## config.mk

```make
export PLATFORM = sky130hd
export DESIGN_NAME = vgroup_sequencer_flat
export DESIGN_NICKNAME = d
export VERILOG_FILES = /design/src/rtl/vrvv_pkg.sv /design/src/rtl/vgroup_sequencer_if.sv /design/src/rtl/vgroup_decode.sv /design/src/rtl/vgroup_sequencer.sv /design/src/flat_wrapper.sv
export SDC_FILE = /design/constraint.sdc
export NUM_CORES = 1
export LEC_CHECK = 0
export BUFFER_PORTS_ARGS = -buffer_cell sky130_fd_sc_hd__buf_2
export CAP_MARGIN = 20
export CORE_ASPECT_RATIO = 0.7
export CORE_UTILIZATION = 55
export CTS_CLUSTER_SIZE = 16
export DETAILED_ROUTE_END_ITERATION = 16
export PLACE_DENSITY_LB_ADDON = 0.2
export REMOVE_ABC_BUFFERS = 1
export SYNTH_ARGS = -nofsm -noshare
export SYNTH_HDL_FRONTEND = slang
export SYNTH_HIERARCHICAL = 1
export SYNTH_SLANG_ARGS = --single-unit
```

## constraint.sdc

```tcl
create_clock -name clk -period 3.1 [get_ports clk]
set_clock_uncertainty 0.2 [all_clocks]
set_input_delay 0.465 -clock clk [delete_from_list [all_inputs] [get_ports clk]]
set_output_delay 0.465 -clock clk [all_outputs]
set_load 0.02 [all_outputs]
```

## src/rtl/vrvv_pkg.sv

```systemverilog
// Shared vector-decode definitions: vtype encodings, sequencer states and
// group-size helpers used by the LMUL grouping sequencer.
package vrvv_pkg;

   localparam logic [2:0] LMUL_1   = 3'b000;
   localparam logic [2:0] LMUL_2   = 3'b001;
   localparam logic [2:0] LMUL_4   = 3'b010;
   localparam logic [2:0] LMUL_8   = 3'b011;
   localparam logic [2:0] LMUL_RSV = 3'b100;

   localparam logic [2:0] SEW_64   = 3'b011;

   typedef enum logic {
      IDLE  = 1'b0,
      ISSUE = 1'b1
   } seq_state_t;

   // Fractional and reserved codes collapse to a single register.
   function automatic logic [3:0] decode_lmul(input logic [2:0] vlmul);
      case (vlmul)
         LMUL_1:  return 4'd1;
         LMUL_2:  return 4'd2;
         LMUL_4:  return 4'd4;
         LMUL_8:  return 4'd8;
         default: return 4'd1;
      endcase
   endfunction

   function automatic int unsigned elems_per_reg(input logic [2:0] vsew,
                                                 input int unsigned vlen);
      return vlen >> (32'(vsew) + 32'd3);
   endfunction

endpackage

```

## src/rtl/vgroup_sequencer_if.sv

```systemverilog
// Decode-side instruction handshake and register-read-side micro-op stream.
interface vgroup_sequencer_if #(
   parameter int unsigned REG_W = 5,
   parameter int unsigned VL_W  = 8
);
   logic             in_valid;
   logic             in_ready;
   logic [REG_W-1:0] in_raA;
   logic [REG_W-1:0] in_raB;
   logic [REG_W-1:0] in_rdest;
   logic [2:0]       in_vlmul;
   logic [2:0]       in_vsew;
   logic [VL_W-1:0]  in_vl;
   logic             in_widen;
   logic             in_b_scalar;

   logic             uop_valid;
   logic             uop_ready;
   logic [REG_W-1:0] uop_raA;
   logic [REG_W-1:0] uop_raB;
   logic [REG_W-1:0] uop_rdest;
   logic [3:0]       uop_idx;
   logic             uop_last;

   modport master (
      output in_valid, in_raA, in_raB, in_rdest, in_vlmul, in_vsew, in_vl,
             in_widen, in_b_scalar, uop_ready,
      input  in_ready, uop_valid, uop_raA, uop_raB, uop_rdest, uop_idx, uop_last
   );

   modport slave (
      input  in_valid, in_raA, in_raB, in_rdest, in_vlmul, in_vsew, in_vl,
             in_widen, in_b_scalar, uop_ready,
      output in_ready, uop_valid, uop_raA, uop_raB, uop_rdest, uop_idx, uop_last
   );
endinterface

```

## src/rtl/vgroup_decode.sv

```systemverilog
// Combinational group decode: micro-op count and illegal-encoding detection
// for one vector ALU instruction.
module vgroup_decode
   import vrvv_pkg::*;
#(
   parameter int unsigned VLEN     = 128,
   parameter int unsigned MAX_LMUL = 8,
   parameter int unsigned REG_W    = 5,
   parameter int unsigned VL_W     = 8
) (
   input  logic [REG_W-1:0] raA,
   input  logic [REG_W-1:0] raB,
   input  logic [REG_W-1:0] rdest,
   input  logic [2:0]       vlmul,
   input  logic [2:0]       vsew,
   input  logic [VL_W-1:0]  vl,
   input  logic             widen,
   input  logic             b_scalar,
   output logic [4:0]       n,
   output logic             illegal
);

   localparam int unsigned LOG2_VLEN = $clog2(VLEN);

   logic [3:0]       grp;
   logic [4:0]       emul_d;
   logic [2:0]       sew_eff;
   int unsigned      elems;
   logic [4:0]       shamt;
   logic [VL_W:0]    nvl;
   logic [REG_W-1:0] mask_g;
   logic [REG_W-1:0] mask_d;

   always_comb begin
      grp     = decode_lmul(vlmul);
      emul_d  = widen ? {grp, 1'b0} : {1'b0, grp};
      sew_eff = widen ? vsew + 3'd1 : vsew;
      elems   = elems_per_reg(sew_eff, VLEN);
      if (elems == 0) elems = 1;

      // elems is a power of two, so the ceiling divide reduces to a shift.
      shamt = '0;
      for (int unsigned k = 0; k <= LOG2_VLEN; k++) begin
         if (elems == (32'd1 << k)) shamt = 5'(k);
      end
      nvl = ({1'b0, vl} + (VL_W+1)'(elems - 1)) >> shamt;
      n   = (nvl > (VL_W+1)'(emul_d)) ? emul_d : nvl[4:0];

      mask_g = REG_W'(grp) - REG_W'(1);
      mask_d = REG_W'(emul_d) - REG_W'(1);

      illegal = (vlmul == LMUL_RSV)
              | (vsew > SEW_64)
              | (widen & ((vlmul == LMUL_8) | (vsew == SEW_64)))
              | (32'(grp) > MAX_LMUL)
              | (|(raA & mask_g))
              | (~b_scalar & (|(raB & mask_g)))
              | (|(rdest & mask_d));
   end

endmodule

```

## src/rtl/vgroup_sequencer.sv

```systemverilog
// Register-group sequencer: accepts one decoded vector instruction and issues
// one register-granular micro-op per cycle with base offsets applied.
module vgroup_sequencer
   import vrvv_pkg::*;
#(
   parameter int unsigned VLEN     = 128,
   parameter int unsigned NREG     = 32,
   parameter int unsigned MAX_LMUL = 8,
   parameter int unsigned REG_W    = $clog2(NREG),
   parameter int unsigned VL_W     = $clog2(VLEN) + 1
) (
   input  logic clk,
   input  logic rst,
   vgroup_sequencer_if.slave bus,
   output logic lmul_stall,
   output logic illegal
);

   seq_state_t       state, state_nx;
   logic [REG_W-1:0] base_a, base_b, base_d;
   logic             widen_r, bscal_r, illegal_r;
   logic [4:0]       n_r;
   logic [3:0]       idx;
   logic [3:0]       off_a;
   logic [4:0]       dec_n;
   logic             dec_illegal;
   logic             accept, hs, at_last;

   vgroup_decode #(
      .VLEN     (VLEN),
      .MAX_LMUL (MAX_LMUL),
      .REG_W    (REG_W),
      .VL_W     (VL_W)
   ) u_decode (
      .raA      (bus.in_raA),
      .raB      (bus.in_raB),
      .rdest    (bus.in_rdest),
      .vlmul    (bus.in_vlmul),
      .vsew     (bus.in_vsew),
      .vl       (bus.in_vl),
      .widen    (bus.in_widen),
      .b_scalar (bus.in_b_scalar),
      .n        (dec_n),
      .illegal  (dec_illegal)
   );

   assign accept  = bus.in_valid && (state == IDLE);
   assign hs      = (state == ISSUE) && bus.uop_ready;
   assign at_last = ({1'b0, idx} == (n_r - 5'd1));

   always_ff @(posedge clk or posedge rst) begin
      if (rst) state <= IDLE;
      else     state <= state_nx;
   end

   always_comb begin
      state_nx = state;
      case (state)
         IDLE:  if (accept && !dec_illegal && (dec_n != '0)) state_nx = ISSUE;
         ISSUE: if (hs && at_last) state_nx = IDLE;
         default: state_nx = IDLE;
      endcase
   end

   always_ff @(posedge clk or posedge rst) begin
      if (rst) begin
         base_a    <= '0;
         base_b    <= '0;
         base_d    <= '0;
         widen_r   <= 1'b0;
         bscal_r   <= 1'b0;
         n_r       <= '0;
         idx       <= '0;
         illegal_r <= 1'b0;
      end else begin
         illegal_r <= accept && dec_illegal;
         if (accept) begin
            base_a  <= bus.in_raA;
            base_b  <= bus.in_raB;
            base_d  <= bus.in_rdest;
            widen_r <= bus.in_widen;
            bscal_r <= bus.in_b_scalar;
            n_r     <= dec_n;
            idx     <= '0;
         end else if (hs && !at_last) begin
            idx <= idx + 4'd1;
         end
      end
   end

   // Widening sources advance at half the destination rate.
   assign off_a = widen_r ? (idx >> 1) : idx;

   assign bus.in_ready  = (state == IDLE);
   assign bus.uop_valid = (state == ISSUE);
   assign bus.uop_idx   = idx;
   assign bus.uop_last  = (state == ISSUE) && at_last;
   assign bus.uop_raA   = base_a + REG_W'(off_a);
   assign bus.uop_raB   = bscal_r ? base_b : base_b + REG_W'(off_a);
   assign bus.uop_rdest = base_d + REG_W'(idx);
   assign lmul_stall    = (state == ISSUE);
   assign illegal       = illegal_r;

endmodule

```

## src/flat_wrapper.sv

```systemverilog
// flat-port wrapper written by rule: the top's interface ports become plain ports
module vgroup_sequencer_flat import vrvv_pkg::*;
#(
   parameter int unsigned VLEN     = 128,
   parameter int unsigned NREG     = 32,
   parameter int unsigned MAX_LMUL = 8,
   parameter int unsigned REG_W    = $clog2(NREG),
   parameter int unsigned VL_W     = $clog2(VLEN) + 1
)
  (clk, rst, lmul_stall, illegal, bus_in_valid, bus_in_raA, bus_in_raB, bus_in_rdest, bus_in_vlmul, bus_in_vsew, bus_in_vl, bus_in_widen, bus_in_b_scalar, bus_uop_ready, bus_in_ready, bus_uop_valid, bus_uop_raA, bus_uop_raB, bus_uop_rdest, bus_uop_idx, bus_uop_last);
  vgroup_sequencer_if #(.REG_W(REG_W), .VL_W(VL_W)) bus_i ();
  input  logic clk;
  input  logic rst;
  output logic lmul_stall;
  output logic illegal;
  input wire logic [$bits(bus_i.in_valid)-1:0] bus_in_valid;
  input wire logic [$bits(bus_i.in_raA)-1:0] bus_in_raA;
  input wire logic [$bits(bus_i.in_raB)-1:0] bus_in_raB;
  input wire logic [$bits(bus_i.in_rdest)-1:0] bus_in_rdest;
  input wire logic [$bits(bus_i.in_vlmul)-1:0] bus_in_vlmul;
  input wire logic [$bits(bus_i.in_vsew)-1:0] bus_in_vsew;
  input wire logic [$bits(bus_i.in_vl)-1:0] bus_in_vl;
  input wire logic [$bits(bus_i.in_widen)-1:0] bus_in_widen;
  input wire logic [$bits(bus_i.in_b_scalar)-1:0] bus_in_b_scalar;
  input wire logic [$bits(bus_i.uop_ready)-1:0] bus_uop_ready;
  output wire logic [$bits(bus_i.in_ready)-1:0] bus_in_ready;
  output wire logic [$bits(bus_i.uop_valid)-1:0] bus_uop_valid;
  output wire logic [$bits(bus_i.uop_raA)-1:0] bus_uop_raA;
  output wire logic [$bits(bus_i.uop_raB)-1:0] bus_uop_raB;
  output wire logic [$bits(bus_i.uop_rdest)-1:0] bus_uop_rdest;
  output wire logic [$bits(bus_i.uop_idx)-1:0] bus_uop_idx;
  output wire logic [$bits(bus_i.uop_last)-1:0] bus_uop_last;
  assign bus_i.in_valid = bus_in_valid;
  assign bus_i.in_raA = bus_in_raA;
  assign bus_i.in_raB = bus_in_raB;
  assign bus_i.in_rdest = bus_in_rdest;
  assign bus_i.in_vlmul = bus_in_vlmul;
  assign bus_i.in_vsew = bus_in_vsew;
  assign bus_i.in_vl = bus_in_vl;
  assign bus_i.in_widen = bus_in_widen;
  assign bus_i.in_b_scalar = bus_in_b_scalar;
  assign bus_i.uop_ready = bus_uop_ready;
  assign bus_in_ready = bus_i.in_ready;
  assign bus_uop_valid = bus_i.uop_valid;
  assign bus_uop_raA = bus_i.uop_raA;
  assign bus_uop_raB = bus_i.uop_raB;
  assign bus_uop_rdest = bus_i.uop_rdest;
  assign bus_uop_idx = bus_i.uop_idx;
  assign bus_uop_last = bus_i.uop_last;
  vgroup_sequencer #(.VLEN(VLEN), .NREG(NREG), .MAX_LMUL(MAX_LMUL), .REG_W(REG_W), .VL_W(VL_W)) u_core (.clk(clk), .rst(rst), .bus(bus_i), .lmul_stall(lmul_stall), .illegal(illegal));
endmodule
```

## After elaboration in Yosys (flattened, before gate mapping)

Cells that the tools add are included.

- Add/sub/neg operators: 11
- Multiply operators: 0
- Divide/modulo/power cells: 0
- $lt $le $gt $ge: 3
- Eq/ne operators: 13
- Shift operators: 2
- Mux-type cells: 19
- Bitwise gates (word level): 14
- Reduce and logical (&&, ||, !) cells: 16

Operator list:

| cell | number |
|---|---|
| $mux 5 | 9 |
| $eq 32x2->1 const B | 1 |
| $eq 32x3->1 const B | 1 |
| $eq 32x4->1 const B | 1 |
| $eq 32x5->1 const B | 1 |
| $eq 32x6->1 const B | 1 |
| $eq 32x7->1 const B | 1 |
| $eq 32x8->1 const B | 1 |
| $logic_not 32->1 | 1 |
| $mux 32 | 1 |
| $shr 8x4->32 const A | 1 |
| $add 5x4->5 | 3 |
| $and 5x5->5 | 3 |
| $reduce_or 5->1 | 3 |
| $mux 4 | 3 |
| $pmux 4 s3 | 1 |
| $sub 5x1->5 const B | 2 |
| $add 8x9->9 | 1 |
| $eq 3x2->1 const B | 3 |
| $gt 9x5->1 | 1 |
| $shr 9x5->9 | 1 |
| $sub 9x1->9 const B | 1 |
| $logic_and 1x1->1 | 8 |
| $or 1x1->1 | 7 |
| 17 further kinds | 22 |

- Register bits: 28
- Latch bits: 0
- Memory bits (writable): 0
- Bits in read-only memories: 0
- Input bits: 35
- Memories: 0

## Longest topological paths before layout

Gate-level depths: netlist (run 1).

- Depth in word-level cells: 21
- Mapped depth: 28

## Cells and area by module

The synthesis (run 1) kept the hierarchy.

By module, submodules not included:

| module | times used | cells each | area each (um^2) |
|---|---|---|---|
| vgroup_sequencer | 1 | 201 | 1,776.7 |
| vgroup_decode | 1 | 176 | 1,262.5 |

## Worst setup path before layout (run 1)

No wires, ideal clock.

- Kind: input to register
- Start: input port bus_in_vsew[0]
- End: register u_core.state (netlist: u_core/bus.uop_valid)
- Library setup time: 0.147 ns
- Arrival: 5.326 ns
- Required time: 2.753 ns
- Path slack: -2.573 ns
- Stages on the path: 26
- Path buffers: 0
- Cells stage by stage: ha_1 -> ha_1 -> nand2_1 -> nor2_1 -> nand2_1 -> o31ai_2 -> inv_1 -> ha_1 -> inv_1 -> ha_1 -> a21o_1 -> a21oi_2 -> a21oi_1 -> or3b_4 -> a32o_1 -> a221oi_1 -> inv_1 -> ha_1 -> a211oi_1 -> o21ai_0 -> o211ai_1 -> o21a_2 -> mux2_4 -> or4_1 -> o21ai_0 -> a22oi_1

- Cells in the longest elaborated chain, start to end: 21
- Elaborated cells between the ends (all ways): 41

RTL lines:

| item | RTL line | source |
|---|---|---|
| start, declared | flat_wrapper.sv:21 | `input wire logic [$bits(bus_i.in_vsew)-1:0] bus_in_vsew;` |
| $add 3x1->3 | vgroup_decode.sv:37 | `sew_eff = widen ? vsew + 3'd1 : vsew;` |
| $mux 3 (*) | vgroup_decode.sv:37 |  |
| $add 3x2->4 (*) | vrvv_pkg.sv:31 | `return vlen >> (32'(vsew) + 32'd3);` |
| $shr 8x4->32 (*) | vrvv_pkg.sv:31 |  |
| $logic_not 32->1 | vgroup_decode.sv:39 | `if (elems == 0) elems = 1;` |
| $mux 32 (*) | vgroup_decode.sv:39 |  |
| branches (longest 8 deep; another with $sub 9x1->9) | n/a |  |
| $shr 9x5->9 (*) | vgroup_decode.sv:46 | `nvl = ({1'b0, vl} + (VL_W+1)'(elems - 1)) >> shamt;` |
| $gt 9x5->1 | vgroup_decode.sv:47 | `n = (nvl > (VL_W+1)'(emul_d)) ? emul_d : nvl[4:0];` |
| $mux 5 (*) | vgroup_decode.sv:47 |  |
| named net u_core.dec_n[2] | vgroup_sequencer.sv:25 | `logic [4:0] dec_n;` |
| $reduce_bool 5->1 (*) | vgroup_sequencer.sv:59 | `IDLE: if (accept && !dec_illegal && (dec_n != '0)) state_nx = ISSUE;` |
| $logic_and 1x1->1 (*) | vgroup_sequencer.sv:59 |  |
| $mux 1 (*) | vgroup_sequencer.sv:59 |  |
| $pmux 1 s2 (*) | vgroup_sequencer.sv:58 | `case (state)` |
| named net u_core.state_nx | vgroup_sequencer.sv:19 | `seq_state_t state, state_nx;` |
| end signal, assigned | vgroup_sequencer.sv:53 | `else state <= state_nx;` |
| end, declared | vgroup_sequencer.sv:19 |  |

Mark *: on every way through the listed nets, which the timed path passes.
A chain may end at the register's enable or synchronous reset.

## Final worst setup path (run 1)

- Start: input port bus_in_vsew[1]
- End: register u_core.state (netlist: u_core/bus.uop_valid)

The elaborated chain is that of the path after synthesis.

==> out/results.env, run 1 <==
FINALCRITICALPERIOD_NS=5.784
GLOBAL_ROUTE.USAGE.TOTAL_PCT=43.13
CRIT_REQUIRED_NS=3.07
CTS-ROOT-TO-SINK-BUFFERS=2
FLOORPLAN.DIE.WIDTH_UM=90.85
WORST_SLEW_PIN_SLEW_NS=1.300
WORSTHOLDPATHTYPE='input port to asynchronous set/reset pin'
TIMING.CRITICAL_PATH.FANOUT_MAX=5
LAYOUT-DRIVE-GT1-SHARE_PCT=51.18
SYNTH.LIB_CELLS_USED.DISTINCT=61
DRT_PASS1_ITERATIONS=7
AREAGROWTHSYNTHTOFINISH_PCT=60.52
FILLCELLCOUNT=176
TOTALNEGATIVESETUPSLACK_NS=-14.78
GRT-BUSIEST-LAYER='met2'
DEPTH_OF_THE_MOST_CRITICAL_REG_TO_REG_PATH=7
SYNTHESIS.AREA_UM2=3039
OUTCOME='complete, but fails checks'
IO-PIN-COUNT=59
DIE_HEIGHT_UM=64.20
POST_SYNTH_EDFFS=0
CP.ARRIVAL_NS=5.75
GRT_PASS1_VIAS=3766
RR_ENDPOINT='u_core/bus.uop_idx[2]'
TIMING.MAX_CAP.VIOLATIONS=0
POSTSYNTH.TOPFLOPCELL='sky130_fd_sc_hd__dfrtp_1'
DRT_WL_TOTAL_UM=16610
CTS-BUFFERS-INSERTED=3
LAYOUT.AREA.SEQ_UM2=704.4
CTS-HTREE-LEVELS=1
ROWS=22
FLOORPLAN.DIE_AREA_UM2=5832
FIN_WS_NS=-2.684
SETUP_VIOL=7
UNREPAIRED_SETUP_ENDPOINTS_AFTER_GLOBAL_ROUTING='yes'
PLACE_WORST_SETUP_SLACK_NS=-2.787
GRT_USE_MET3_PCT=8.929
YS_SEQ_ELEMENTS=28
VIAS=4431
GRT_OVERFLOW=0
FINAL.PERIOD_UTILIZATION_PCT=186.6
WORST_R2R_STARTPOINT='u_core/n_r[0]'
TIMING.SETUP.CRITICAL_PATH_CLASS='input port to flop'
SYNTHESIS.INSTANCES=377
CP-END-KIND='flop'
SYNTHESIS.YOSYS.WARNINGS=6
AVGVIACOUNTPERCELL=7.124
VIOLATIONS='setup timing'
INITIAL_UTILIZATION_PCT=57.50
CLOCK-ROOT-BUFFER='sky130_fd_sc_hd__clkbuf_8'
WIRE_LENGTH_OF_THE_FIRST_GLOBAL_ROUTING_PASS_UM=19390
IO_BUFFERS=58
YS_SEQ_AREA_SHARE_PCT=23.05
GLOBAL_ROUTE.USAGE.MET2_PCT=69.60
SLEW_HEADROOM_PCT=12.93
FMAXACHIEVABLE_GHz=0.1729
FINALWEIGHTEDCONGESTION=0.8618
CORE_AREA_UM2=5285
LEAKAGEPOWER_nW=2.485
GRT_USE_MET1_PCT=54.37
FINAL-HOLD-VIOLATION-COUNT=0
DETAILEDPLACEMENTHPWL_UM=6238
MAX_IR_DROP_VDD_V=0.0007192
CTS_TREE='yes'
POSTCTSHOLDBUFS=0
DPL_CELL_AREA_UM2=3787
POWER.DENSITY_nW_PER_UM2=893.3
POWER_mW=4.358
DRC=0
AVGSYNTHCELLAREA_UM2=8.061
ASYNCSETRESETFLOPFRACSYNTH_PCT=100.0
ANTENNA_VIOLATING_NETS_POST_ROUTE=0
NUMBER_OF_ANTENNA_VIOLATIONS_AT_THE_FIRST_CHECK_IN_GLOBAL_ROUTING=0
PIN_COUNT_OF_THE_BIGGEST_NET_ENTERING_GLOBAL_ROUTING=29
DRT-WIRELENGTH-PER-CELL_UM=26.70
CRITICAL_PATH.STARTPOINT_TYPE='input port'
CLOCK_INSERTION_DELAY_AT_THE_LATER_PIN_OF_THE_SKEW_REPORT_NS=0.30
DETAILEDROUTE.FIRSTITERATIONVIOLATIONS=976
MULTI_INPUT_COMB_AREA_UM2=2514
CLOCK_SINKS=28
REGTOREGSETUPSLACK_NS=0.62
LAYOUT.NETS=622
FINAL_CELL_AREA_UM2=4878
FINALMAXSLEWVIOLATIONS=0
CLK_PIN_SLEW_NS=0.12
[synthesized netlist by cell type, types with 2 or more instances]
cell type,n,area (um2)
sky130_fd_sc_hd__a21o_1,9,67.56
sky130_fd_sc_hd__a21oi_1,22,110.1
sky130_fd_sc_hd__a32o_1,2,20.02
sky130_fd_sc_hd__and2_1,2,12.51
sky130_fd_sc_hd__buf_2,2,10.01
sky130_fd_sc_hd__buf_6,2,22.52
sky130_fd_sc_hd__clkbuf_1,8,30.03
sky130_fd_sc_hd__dfrtp_1,28,700.7
sky130_fd_sc_hd__fa_1,4,80.08
sky130_fd_sc_hd__ha_1,33,412.9
sky130_fd_sc_hd__inv_1,48,180.2
sky130_fd_sc_hd__mux2_2,6,67.56
sky130_fd_sc_hd__mux2_4,2,30.03
sky130_fd_sc_hd__mux2i_1,10,100.1
sky130_fd_sc_hd__nand2_1,75,281.5
sky130_fd_sc_hd__nand3_1,9,45.04
sky130_fd_sc_hd__nand3b_1,2,15.01
sky130_fd_sc_hd__nand4_1,2,12.51
sky130_fd_sc_hd__nand4b_1,2,17.52
sky130_fd_sc_hd__nor2_1,12,45.04
sky130_fd_sc_hd__nor2b_1,6,37.54
sky130_fd_sc_hd__nor3_1,4,20.02
sky130_fd_sc_hd__o211ai_1,4,30.03
sky130_fd_sc_hd__o21a_1,5,37.54
sky130_fd_sc_hd__o21ai_0,19,95.09
sky130_fd_sc_hd__o22ai_1,2,12.51
sky130_fd_sc_hd__o31ai_1,2,15.01
sky130_fd_sc_hd__or2_2,3,18.77
sky130_fd_sc_hd__or3_1,2,12.51
sky130_fd_sc_hd__xnor2_1,10,87.58
sky130_fd_sc_hd__xor2_1,10,87.58
[final cells by class]
class	count	area share [%]
multi-input cells	288	51.53
repair buffers	181	26.88
flip-flops and latches	28	14.44
inverters	48	3.796
well taps	72	1.847
clock buffers	3	0.8464
clock inverters	1	0.6155
diodes	1	0.05130
[metal layers]
layer / wire length (um) / up-vias / part of all wire [%]
met5: 0 / - / 0
met4: 1881 / 0 / 11
met3: 2663 / 243 / 16
met2: 6632 / 566 / 40
met1: 5429 / 1980 / 33
li1: - / 1642 / -
[cell families (layout without fill, tap and decap cells)]
kind of cell	after synthesis	count (layout)	synth area share, %
flip-flops	28	28	23.05
XOR/XNOR	20	20	5.763
multiplexers	19	19	6.958
AO/OA/AOI/OAI	84	84	19.97
buffers and inverters	61	233	8.234
adder cells (fa/ha/maj)	37	37	16.22
other	0	1	0
AND/OR/NAND/NOR	128	128	19.80
[critical path, cell delays in order]
cell                       delay, ns
sky130_fd_sc_hd__buf_8          0.10
sky130_fd_sc_hd__ha_4           0.15
sky130_fd_sc_hd__ha_4           0.30
sky130_fd_sc_hd__nand2_8        0.07
sky130_fd_sc_hd__nor2_4         0.10
sky130_fd_sc_hd__nand2_2        0.09
sky130_fd_sc_hd__o31ai_4        0.11
sky130_fd_sc_hd__inv_2          0.11
sky130_fd_sc_hd__ha_1           0.33
sky130_fd_sc_hd__inv_1          0.09
sky130_fd_sc_hd__ha_4           0.29
sky130_fd_sc_hd__buf_6          0.10
sky130_fd_sc_hd__nand4_1        0.28
sky130_fd_sc_hd__nand3_1        0.21
sky130_fd_sc_hd__or3b_4         0.42
sky130_fd_sc_hd__a32o_2         0.27
sky130_fd_sc_hd__a221oi_4       0.24
sky130_fd_sc_hd__inv_1          0.10
sky130_fd_sc_hd__ha_2           0.21
sky130_fd_sc_hd__a211oi_2       0.19
sky130_fd_sc_hd__o21ai_2        0.09
sky130_fd_sc_hd__o211ai_1       0.14
sky130_fd_sc_hd__o21a_2         0.25
sky130_fd_sc_hd__mux2_4         0.33
sky130_fd_sc_hd__or4_4          0.49
sky130_fd_sc_hd__o21ai_2        0.14
sky130_fd_sc_hd__a22oi_2        0.07
[power breakdown]
| part | switching (mW) | internal, mW |
|---|---|---|
| Sequential | 0.205 | 0.529 |
| Clock | 0.135 | 0.174 |
| Combinational | 1.92 | 1.40 |
| Total | 2.26 | 2.10 |
[placed cells by master (no fill, tap or decap), types with 4 or more instances in the layout]
cell type,count
sky130_fd_sc_hd__inv_2,6
sky130_fd_sc_hd__buf_4,103
sky130_fd_sc_hd__dfrtp_1,25
sky130_fd_sc_hd__xor2_1,10
sky130_fd_sc_hd__nand2_4,4
sky130_fd_sc_hd__nor3_1,4
sky130_fd_sc_hd__o21ai_0,15
sky130_fd_sc_hd__a21oi_1,15
sky130_fd_sc_hd__nand2_1,61
sky130_fd_sc_hd__nor2_1,8
sky130_fd_sc_hd__o21a_1,4
sky130_fd_sc_hd__o211ai_1,4
sky130_fd_sc_hd__inv_1,40
sky130_fd_sc_hd__a21o_1,9
sky130_fd_sc_hd__a21oi_2,6
sky130_fd_sc_hd__nor2b_1,5
sky130_fd_sc_hd__buf_6,22
sky130_fd_sc_hd__mux2_2,5
sky130_fd_sc_hd__mux2i_4,5
sky130_fd_sc_hd__ha_4,10
sky130_fd_sc_hd__nand2_2,9
sky130_fd_sc_hd__nand3_1,6
sky130_fd_sc_hd__xnor2_1,10
sky130_fd_sc_hd__mux2i_1,4
sky130_fd_sc_hd__buf_2,55
sky130_fd_sc_hd__ha_1,21
[registers in the layout (all words and copies together), names as in the netlist]
register / cells
u_core/base_a: 5
u_core/bscal_r: 1
u_core/bus.uop_valid: 1
u_core/illegal: 1
u_core/base_d: 5
u_core/base_b: 5
u_core/widen_r: 1
u_core/bus.uop_idx: 4
u_core/n_r: 5
[through the flow]
step | hold slack (ns) | util [%] | std cells
final | 0.02902 | 92.31 | 622
after global routing | 0.07260 | 92.26 | 621
after floorplan | 0.2497 | - | 364
after detailed placement | 0.2736 | 71.66 | 552
after global placement | 0.2642 | 71.66 | 552
after CTS | 0.04461 | 85.20 | 602
[what timing repair did]
item	4_1_cts	5_1_grt
gates resized for setup	71	56
setup buffers	47	21
gates cloned	0	0
endpoints found under the setup margin	6	10
pin swaps	44	36
[how the worst max path moves through the flow]
stage	start	end	slack, ns	cells past startpoint
detailed placement	bus_in_vsew[0]	u_core/bus.uop_valid	-2.79	27
global placement	bus_in_vsew[0]	u_core/bus.uop_valid	-2.59	26
floorplan	bus_in_vsew[0]	u_core/bus.uop_valid	-2.57	26
finish	bus_in_vsew[1]	u_core/bus.uop_valid	-2.68	27
CTS	bus_in_vsew[1]	u_core/bus.uop_valid	-2.09	26
global route	bus_in_vsew[1]	u_core/bus.uop_valid	-2.74	27
No activity file was read; power rests on OpenSTA's default activity.
==> run 2, diff against run 1 <==
--- a/config.mk
+++ b/config.mk
@@ -7,12 +7,13 @@
 export LEC_CHECK = 0
 export BUFFER_PORTS_ARGS = -buffer_cell sky130_fd_sc_hd__buf_2
 export CAP_MARGIN = 20
-export CORE_ASPECT_RATIO = 0.7
+export CORE_ASPECT_RATIO = 0.6
 export CORE_UTILIZATION = 55
 export CTS_CLUSTER_SIZE = 16
 export DETAILED_ROUTE_END_ITERATION = 16
 export PLACE_DENSITY_LB_ADDON = 0.2
 export REMOVE_ABC_BUFFERS = 1
+export SKIP_CTS_REPAIR_TIMING = 1
 export SYNTH_ARGS = -nofsm -noshare
 export SYNTH_HDL_FRONTEND = slang
 export SYNTH_HIERARCHICAL = 1
==> out/results.env, run 2 (synthesis gave the netlist of run 1 again) <==
OUTCOME='complete, but fails checks'
VIOLATIONS='DRC, setup timing'
TIMING.MAX_CAP.VIOLATIONS=0  # unchanged
PIN_COUNT_OF_THE_BIGGEST_NET_ENTERING_GLOBAL_ROUTING=30  # +3.4%
FINAL.PERIOD_UTILIZATION_PCT=173.4  # -13 points
DETAILEDROUTE.FIRSTITERATIONVIOLATIONS=321  # -67%
WORST_SLEW_PIN_SLEW_NS=0.7765  # -0.5236 ns
CTS_TREE='yes'
FIN_WS_NS=-2.276  # +0.4076 ns
POWER.DENSITY_nW_PER_UM2=832.0  # -6.9%
DRT_WL_TOTAL_UM=9613  # -42%
AREAGROWTHSYNTHTOFINISH_PCT=38.00
FINAL-HOLD-VIOLATION-COUNT=0  # unchanged
CLOCK-ROOT-BUFFER='sky130_fd_sc_hd__clkbuf_8'
MOST_FREQUENT_STANDARD_CELL_IN_THE_LAYOUT_EXCLUDING_FILL_AND_TAP_CELLS='sky130_fd_sc_hd__nand2_1'
FINALCRITICALPERIOD_NS=5.376  # -0.4075 ns
DPL_CELL_AREA_UM2=3750  # -0.99%
PLACED_CELLS_INCL_TAPS=542  # -1.8%
GRT_PASS1_VIAS=2885  # -23%
CTS-ROOT-TO-SINK-BUFFERS=2  # unchanged
CTS-HTREE-LEVELS=1  # unchanged
DRT-WIRELENGTH-PER-CELL_UM=17.26  # -35%
DRT_PASS1_ITERATIONS=12  # +5
TOTALNEGATIVESETUPSLACK_NS=-11.03  # +3.747 ns
LAYOUT.NETS=564  # -9.3%
CORE_AREA_UM2=5180  # -2.0%
FLOORPLAN.DIE.WIDTH_UM=97.97  # +7.8%
INITIAL_UTILIZATION_PCT=58.67  # +1.2 points
LEAKAGEPOWER_nW=2.146  # -14%
CLOCK_SINKS=28  # unchanged
DIE_HEIGHT_UM=59.58  # -7.2%
UNREPAIRED_SETUP_ENDPOINTS_AFTER_GLOBAL_ROUTING='yes'
FINALWEIGHTEDCONGESTION=0.8716  # +1.1%
WORSTHOLDPATHTYPE='input port to asynchronous set/reset pin'
TIMING.SETUP.CRITICAL_PATH_CLASS='input port to flop'
SETUP_VIOL=6  # -1
ANTENNADIODECOUNT=0  # -1
CLK_PIN_SLEW_NS=0.10  # -0.02 ns
VIAS=3240  # -27%
FINAL_CELL_AREA_UM2=4194  # -14%
ROWS=20  # -9.1%
GRT_OVERFLOW=0  # unchanged
FMAXACHIEVABLE_GHz=0.1860  # +7.6%
MOST-COMMON-LAYOUT-CELLS='sky130_fd_sc_hd__nand2_1, sky130_fd_sc_hd__buf_4, sky130_fd_sc_hd__buf_2'
IO_BUFFERS=58  # unchanged
SLEW_HEADROOM_PCT=48.11  # +35 points
FINALMAXSLEWVIOLATIONS=0  # unchanged
CRIT_PATH_FREQUENT_CELL='sky130_fd_sc_hd__ha_4'
GLOBAL_ROUTE.USAGE.TOTAL_PCT=29.90  # -13 points
AVGVIACOUNTPERCELL=5.817  # -18%
WIRE_LENGTH_OF_THE_FIRST_GLOBAL_ROUTING_PASS_UM=13570  # -30%
CPLARGESTDELAYFAMILY='compound AO/OA/AOI/OAI gates'
ANTENNA_VIOLATING_NETS_POST_ROUTE=0  # unchanged
CTS-BUFFERS-INSERTED=3  # unchanged
CRITICAL_PATH_BUF_INV_COUNT=4  # -1
DRC=6  # +6
FINAL_CELL_COUNT_WITHOUT_FILLERS=557  # -10%
CP.ARRIVAL_NS=5.33  # -0.42 ns
NUMBER_OF_ANTENNA_VIOLATIONS_AT_THE_FIRST_CHECK_IN_GLOBAL_ROUTING=0  # unchanged
CPPEAKSTAGEDELAY_NS=0.54  # +0.05 ns
TIMING.CRITICAL_PATH.FANOUT_MAX=5  # unchanged
CLOCK_INSERTION_DELAY_AT_THE_LATER_PIN_OF_THE_SKEW_REPORT_NS=0.29  # about the same
CRITICAL_PATH.STARTPOINT_TYPE='input port'
FLOORPLAN.DIE_AREA_UM2=5837  # about the same
IO-PIN-COUNT=59  # unchanged
DETAILEDPLACEMENTHPWL_UM=6488  # +4.0%
MAX_IR_DROP_VDD_V=0.0006022  # -16%
LAYOUT-DRIVE-GT1-SHARE_PCT=39.71  # -11 points
CP-END-KIND='flop'
CRIT_REQUIRED_NS=3.05  # -0.02 ns
HOLD_WS_NS=0.02989  # +0.0008687 ns
SLOWEST_STAGE='sky130_fd_sc_hd__or4_4'
POWER_mW=3.490  # -20%
==> run 2: cell type report <==
class	instances	area, um2
Multi-Input combinational cell	288	2345
Fill cell	317	985.9
Timing Repair Buffer	123	808.3
Sequential cell	28	704.4
Inverter	48	182.7
Tap cell	66	82.58
Clock buffer	3	41.29
Clock inverter	1	30.03
==> run 2: tightest hold or removal path, stage by stage <==
cell and delay (ns):
sky130_fd_sc_hd__buf_2 0.09, sky130_fd_sc_hd__inv_1 0.04, sky130_fd_sc_hd__buf_4 0.34
==> run 2: power by group <==
| group | internal, mW | switching (mW) |
|---|---|---|
| registers | 0.529 | 0.167 |
| logic | 1.08 | 1.42 |
| clock network | 0.173 | 0.124 |
| total | 1.78 | 1.71 |
==> run 2: through the flow <==
stage                     utilization, %  setup slack, ns
after detailed placement           72.39           -2.812
after CTS                          73.77           -2.601
final                              80.97           -2.276
after global routing               80.97           -2.388
after floorplan                        -           -2.572
after global placement             72.39           -2.623
==> run 2: worst paths after layout <==
path	start	end	slack, ns	cells past startpoint
setup / recovery	bus_in_vsew[1]	u_core/bus.uop_valid	-2.28	27
hold / removal	rst	u_core/bus.uop_idx[0]	0.03	3
setup reg to reg	u_core/n_r[0]	u_core/bus.uop_idx[0]	0.78	7
hold reg to reg	u_core/base_a[2]	u_core/base_a[2]	0.30	2
max in group asynchronous	rst	u_core/widen_r	2.37	3
min in group clk	bus_in_raB[3]	u_core/base_b[3]	0.16	3
==> run 2: per-layer routing <==
layer / GRT usage (%) / routed length [um]
met1: 44.42 / 4350
met2: 45.88 / 4310
met3: 4.953 / 880
met4: 6.061 / 72
met5: 0 / 0
==> run 3, diff against run 2 <==
--- a/config.mk
+++ b/config.mk
@@ -12,6 +12,7 @@
 export CTS_CLUSTER_SIZE = 16
 export DETAILED_ROUTE_END_ITERATION = 16
 export PLACE_DENSITY_LB_ADDON = 0.2
+export RECOVER_POWER = 100
 export REMOVE_ABC_BUFFERS = 1
 export SKIP_CTS_REPAIR_TIMING = 1
 export SYNTH_ARGS = -nofsm -noshare
==> out/results.env, run 3 (synthesis gave the netlist of run 1 again) <==
CP-END-KIND='flop'
FIN_WS_NS=-2.267  # +0.008830 ns
POSTLAYOUTCOREUTIL_PCT=80.53  # -0.43 points
LAYOUT-DRIVE-GT1-SHARE_PCT=37.47  # -2.2 points
DRT_WL_TOTAL_UM=9673  # +0.62%
FINALMAXSLEWVIOLATIONS=29  # +29
FINAL-HOLD-VIOLATION-COUNT=0  # unchanged
VIAS=3275  # +1.1%
DETAILEDPLACEMENTHPWL_UM=6488  # unchanged
FLOORPLAN.DIE.WIDTH_UM=97.97  # unchanged
ANTENNADIODECOUNT=0  # unchanged
DETAILEDROUTE.FIRSTITERATIONVIOLATIONS=318  # -0.93%
IO-PIN-COUNT=59  # unchanged
SETUP_VIOL=6  # unchanged
FINALWEIGHTEDCONGESTION=0.8716  # unchanged
CTS-HTREE-LEVELS=1  # unchanged
LAYOUT.NETS=564  # unchanged
FINALCRITICALPERIOD_NS=5.367  # -0.008830 ns
ANTENNA_VIOLATING_NETS_POST_ROUTE=0  # unchanged
CRITICAL_PATH.STARTPOINT_TYPE='input port'
CRIT_REQUIRED_NS=3.05  # about the same
CLOCK_INSERTION_DELAY_AT_THE_LATER_PIN_OF_THE_SKEW_REPORT_NS=0.29  # about the same
UNREPAIRED_SETUP_ENDPOINTS_AFTER_GLOBAL_ROUTING='yes'
AREAGROWTHSYNTHTOFINISH_PCT=37.26
GRT_PASS1_VIAS=2885  # unchanged
VIOLATIONS='DRC, capacitance limit, slew limit, setup timing'
DRT_PASS1_ITERATIONS=11  # -1
SLEW_HEADROOM_PCT=-6.293  # -54 points
TIMING.SETUP.CRITICAL_PATH_CLASS='input port to flop'
CP.ARRIVAL_NS=5.32  # about the same
LEAKAGEPOWER_nW=2.118  # -1.3%
CLOCK-ROOT-BUFFER='sky130_fd_sc_hd__clkbuf_8'
CLOCK_SINKS=28  # unchanged
FMAXACHIEVABLE_GHz=0.1863  # +0.16%
DRT-WIRELENGTH-PER-CELL_UM=17.37  # +0.62%
AVGVIACOUNTPERCELL=5.880  # +1.1%
CPPEAKSTAGEDELAY_NS=0.54  # about the same
DIE_HEIGHT_UM=59.58  # unchanged
TIMING.MAX_CAP.VIOLATIONS=1  # +1
SLOWEST_STAGE='sky130_fd_sc_hd__or4_4'
PLACE_WORST_SETUP_SLACK_NS=-2.812  # unchanged
NUMBER_OF_ANTENNA_VIOLATIONS_AT_THE_FIRST_CHECK_IN_GLOBAL_ROUTING=0  # unchanged
DRC=6  # unchanged
MOST-COMMON-LAYOUT-CELLS='sky130_fd_sc_hd__nand2_1, sky130_fd_sc_hd__buf_4, sky130_fd_sc_hd__buf_2'
OUTCOME='complete, but fails checks'
FLOORPLAN.DIE_AREA_UM2=5837  # unchanged
GRT_OVERFLOW=0  # unchanged
MOST_FREQUENT_STANDARD_CELL_IN_THE_LAYOUT_EXCLUDING_FILL_AND_TAP_CELLS='sky130_fd_sc_hd__nand2_1'
IO_BUFFERS=58  # unchanged
CRITICAL_PATH_BUF_INV_COUNT=4  # unchanged
CTS-ROOT-TO-SINK-BUFFERS=2  # unchanged
TIMING.CRITICAL_PATH.FANOUT_MAX=5  # unchanged
PIN_COUNT_OF_THE_BIGGEST_NET_ENTERING_GLOBAL_ROUTING=30  # unchanged
WIRE_LENGTH_OF_THE_FIRST_GLOBAL_ROUTING_PASS_UM=13570  # unchanged
WORST_SLEW_PIN_SLEW_NS=1.594  # +0.8179 ns
POWER_mW=3.470  # -0.57%
ROWS=20  # unchanged
WORSTHOLDPATHTYPE='input port to flop'
INITIAL_UTILIZATION_PCT=58.67  # unchanged
GLOBAL_ROUTE.USAGE.TOTAL_PCT=29.90  # unchanged
MAX_IR_DROP_VDD_V=0.0006027  # about the same
CTS_TREE='yes'
POWER.DENSITY_nW_PER_UM2=831.8  # about the same
CORE_AREA_UM2=5180  # unchanged
CRIT_PATH_FREQUENT_CELL='sky130_fd_sc_hd__ha_4'
FINAL.PERIOD_UTILIZATION_PCT=173.1  # -0.28 points
CLK_PIN_SLEW_NS=0.10  # about the same
CPLARGESTDELAYFAMILY='compound AO/OA/AOI/OAI gates'
CTS-BUFFERS-INSERTED=3  # unchanged
run 3: report_power, final:
group	switching [mW]	total (mW)	leakage, nW	internal (mW)
sequential	0.169	0.697	0.351	0.528
clock	0.125	0.298	0.0357	0.173
combinational	1.42	2.47	1.73	1.06
total	1.71	3.47	2.12	1.76
run 3: cell type report:
class                   instances  area, um2
multi-input cells             288       2345
fillers                       325       1008
repair buffers                123      787.0
flip-flops and latches         28      703.2
inverters                      48      182.7
well taps                      66      82.58
clock buffers                   3      41.29
clock inverters                 1      30.03
run 3: path summary, 6_finish.rpt:
kind	startpoint	end	slack, ns	cells past startpoint
max reg2reg	u_core/n_r[0]	u_core/bus.uop_idx[3]	0.77	7
min	bus_in_raB[3]	u_core/base_b[3]	0.16	3
max	bus_in_vsew[1]	u_core/bus.uop_valid	-2.27	27
min in group asynchronous	rst	u_core/bus.uop_idx[0]	0.51	3
min reg2reg	u_core/base_a[2]	u_core/base_a[2]	0.30	2
max in group asynchronous	rst	u_core/widen_r	1.16	3
run 3: through the flow:
step	hold slack, ns	cell area (um2)	instances	setup TNS (ns)
final	0.1633	4172	557	-11.23
after global routing	0.1716	4172	557	-12.10
after CTS	0.04300	3821	546	-12.90
after detailed placement	0.2747	3750	542	-14.07
after global placement	0.2656	3750	542	-13.10
after floorplan	0.2497	2969	364	-11.98
run 3: layer usage:
layer | vias up | GRT usage [%] | share of wire [%] | wire length (um)
li1 | 1518 | - | - | -
met1 | 1532 | 44.42 | 45 | 4312
met2 | 200 | 45.88 | 45 | 4328
met3 | 25 | 4.953 | 9.3 | 897
met4 | 0 | 6.061 | 1.4 | 133
met5 | - | 0 | 0 | 0
run 3: worst min-delay path, delay by kind of cell:
kind,cells,cell delay (ns)
and+or+nand+nor,2,0.09
buffers and inverters,1,0.07
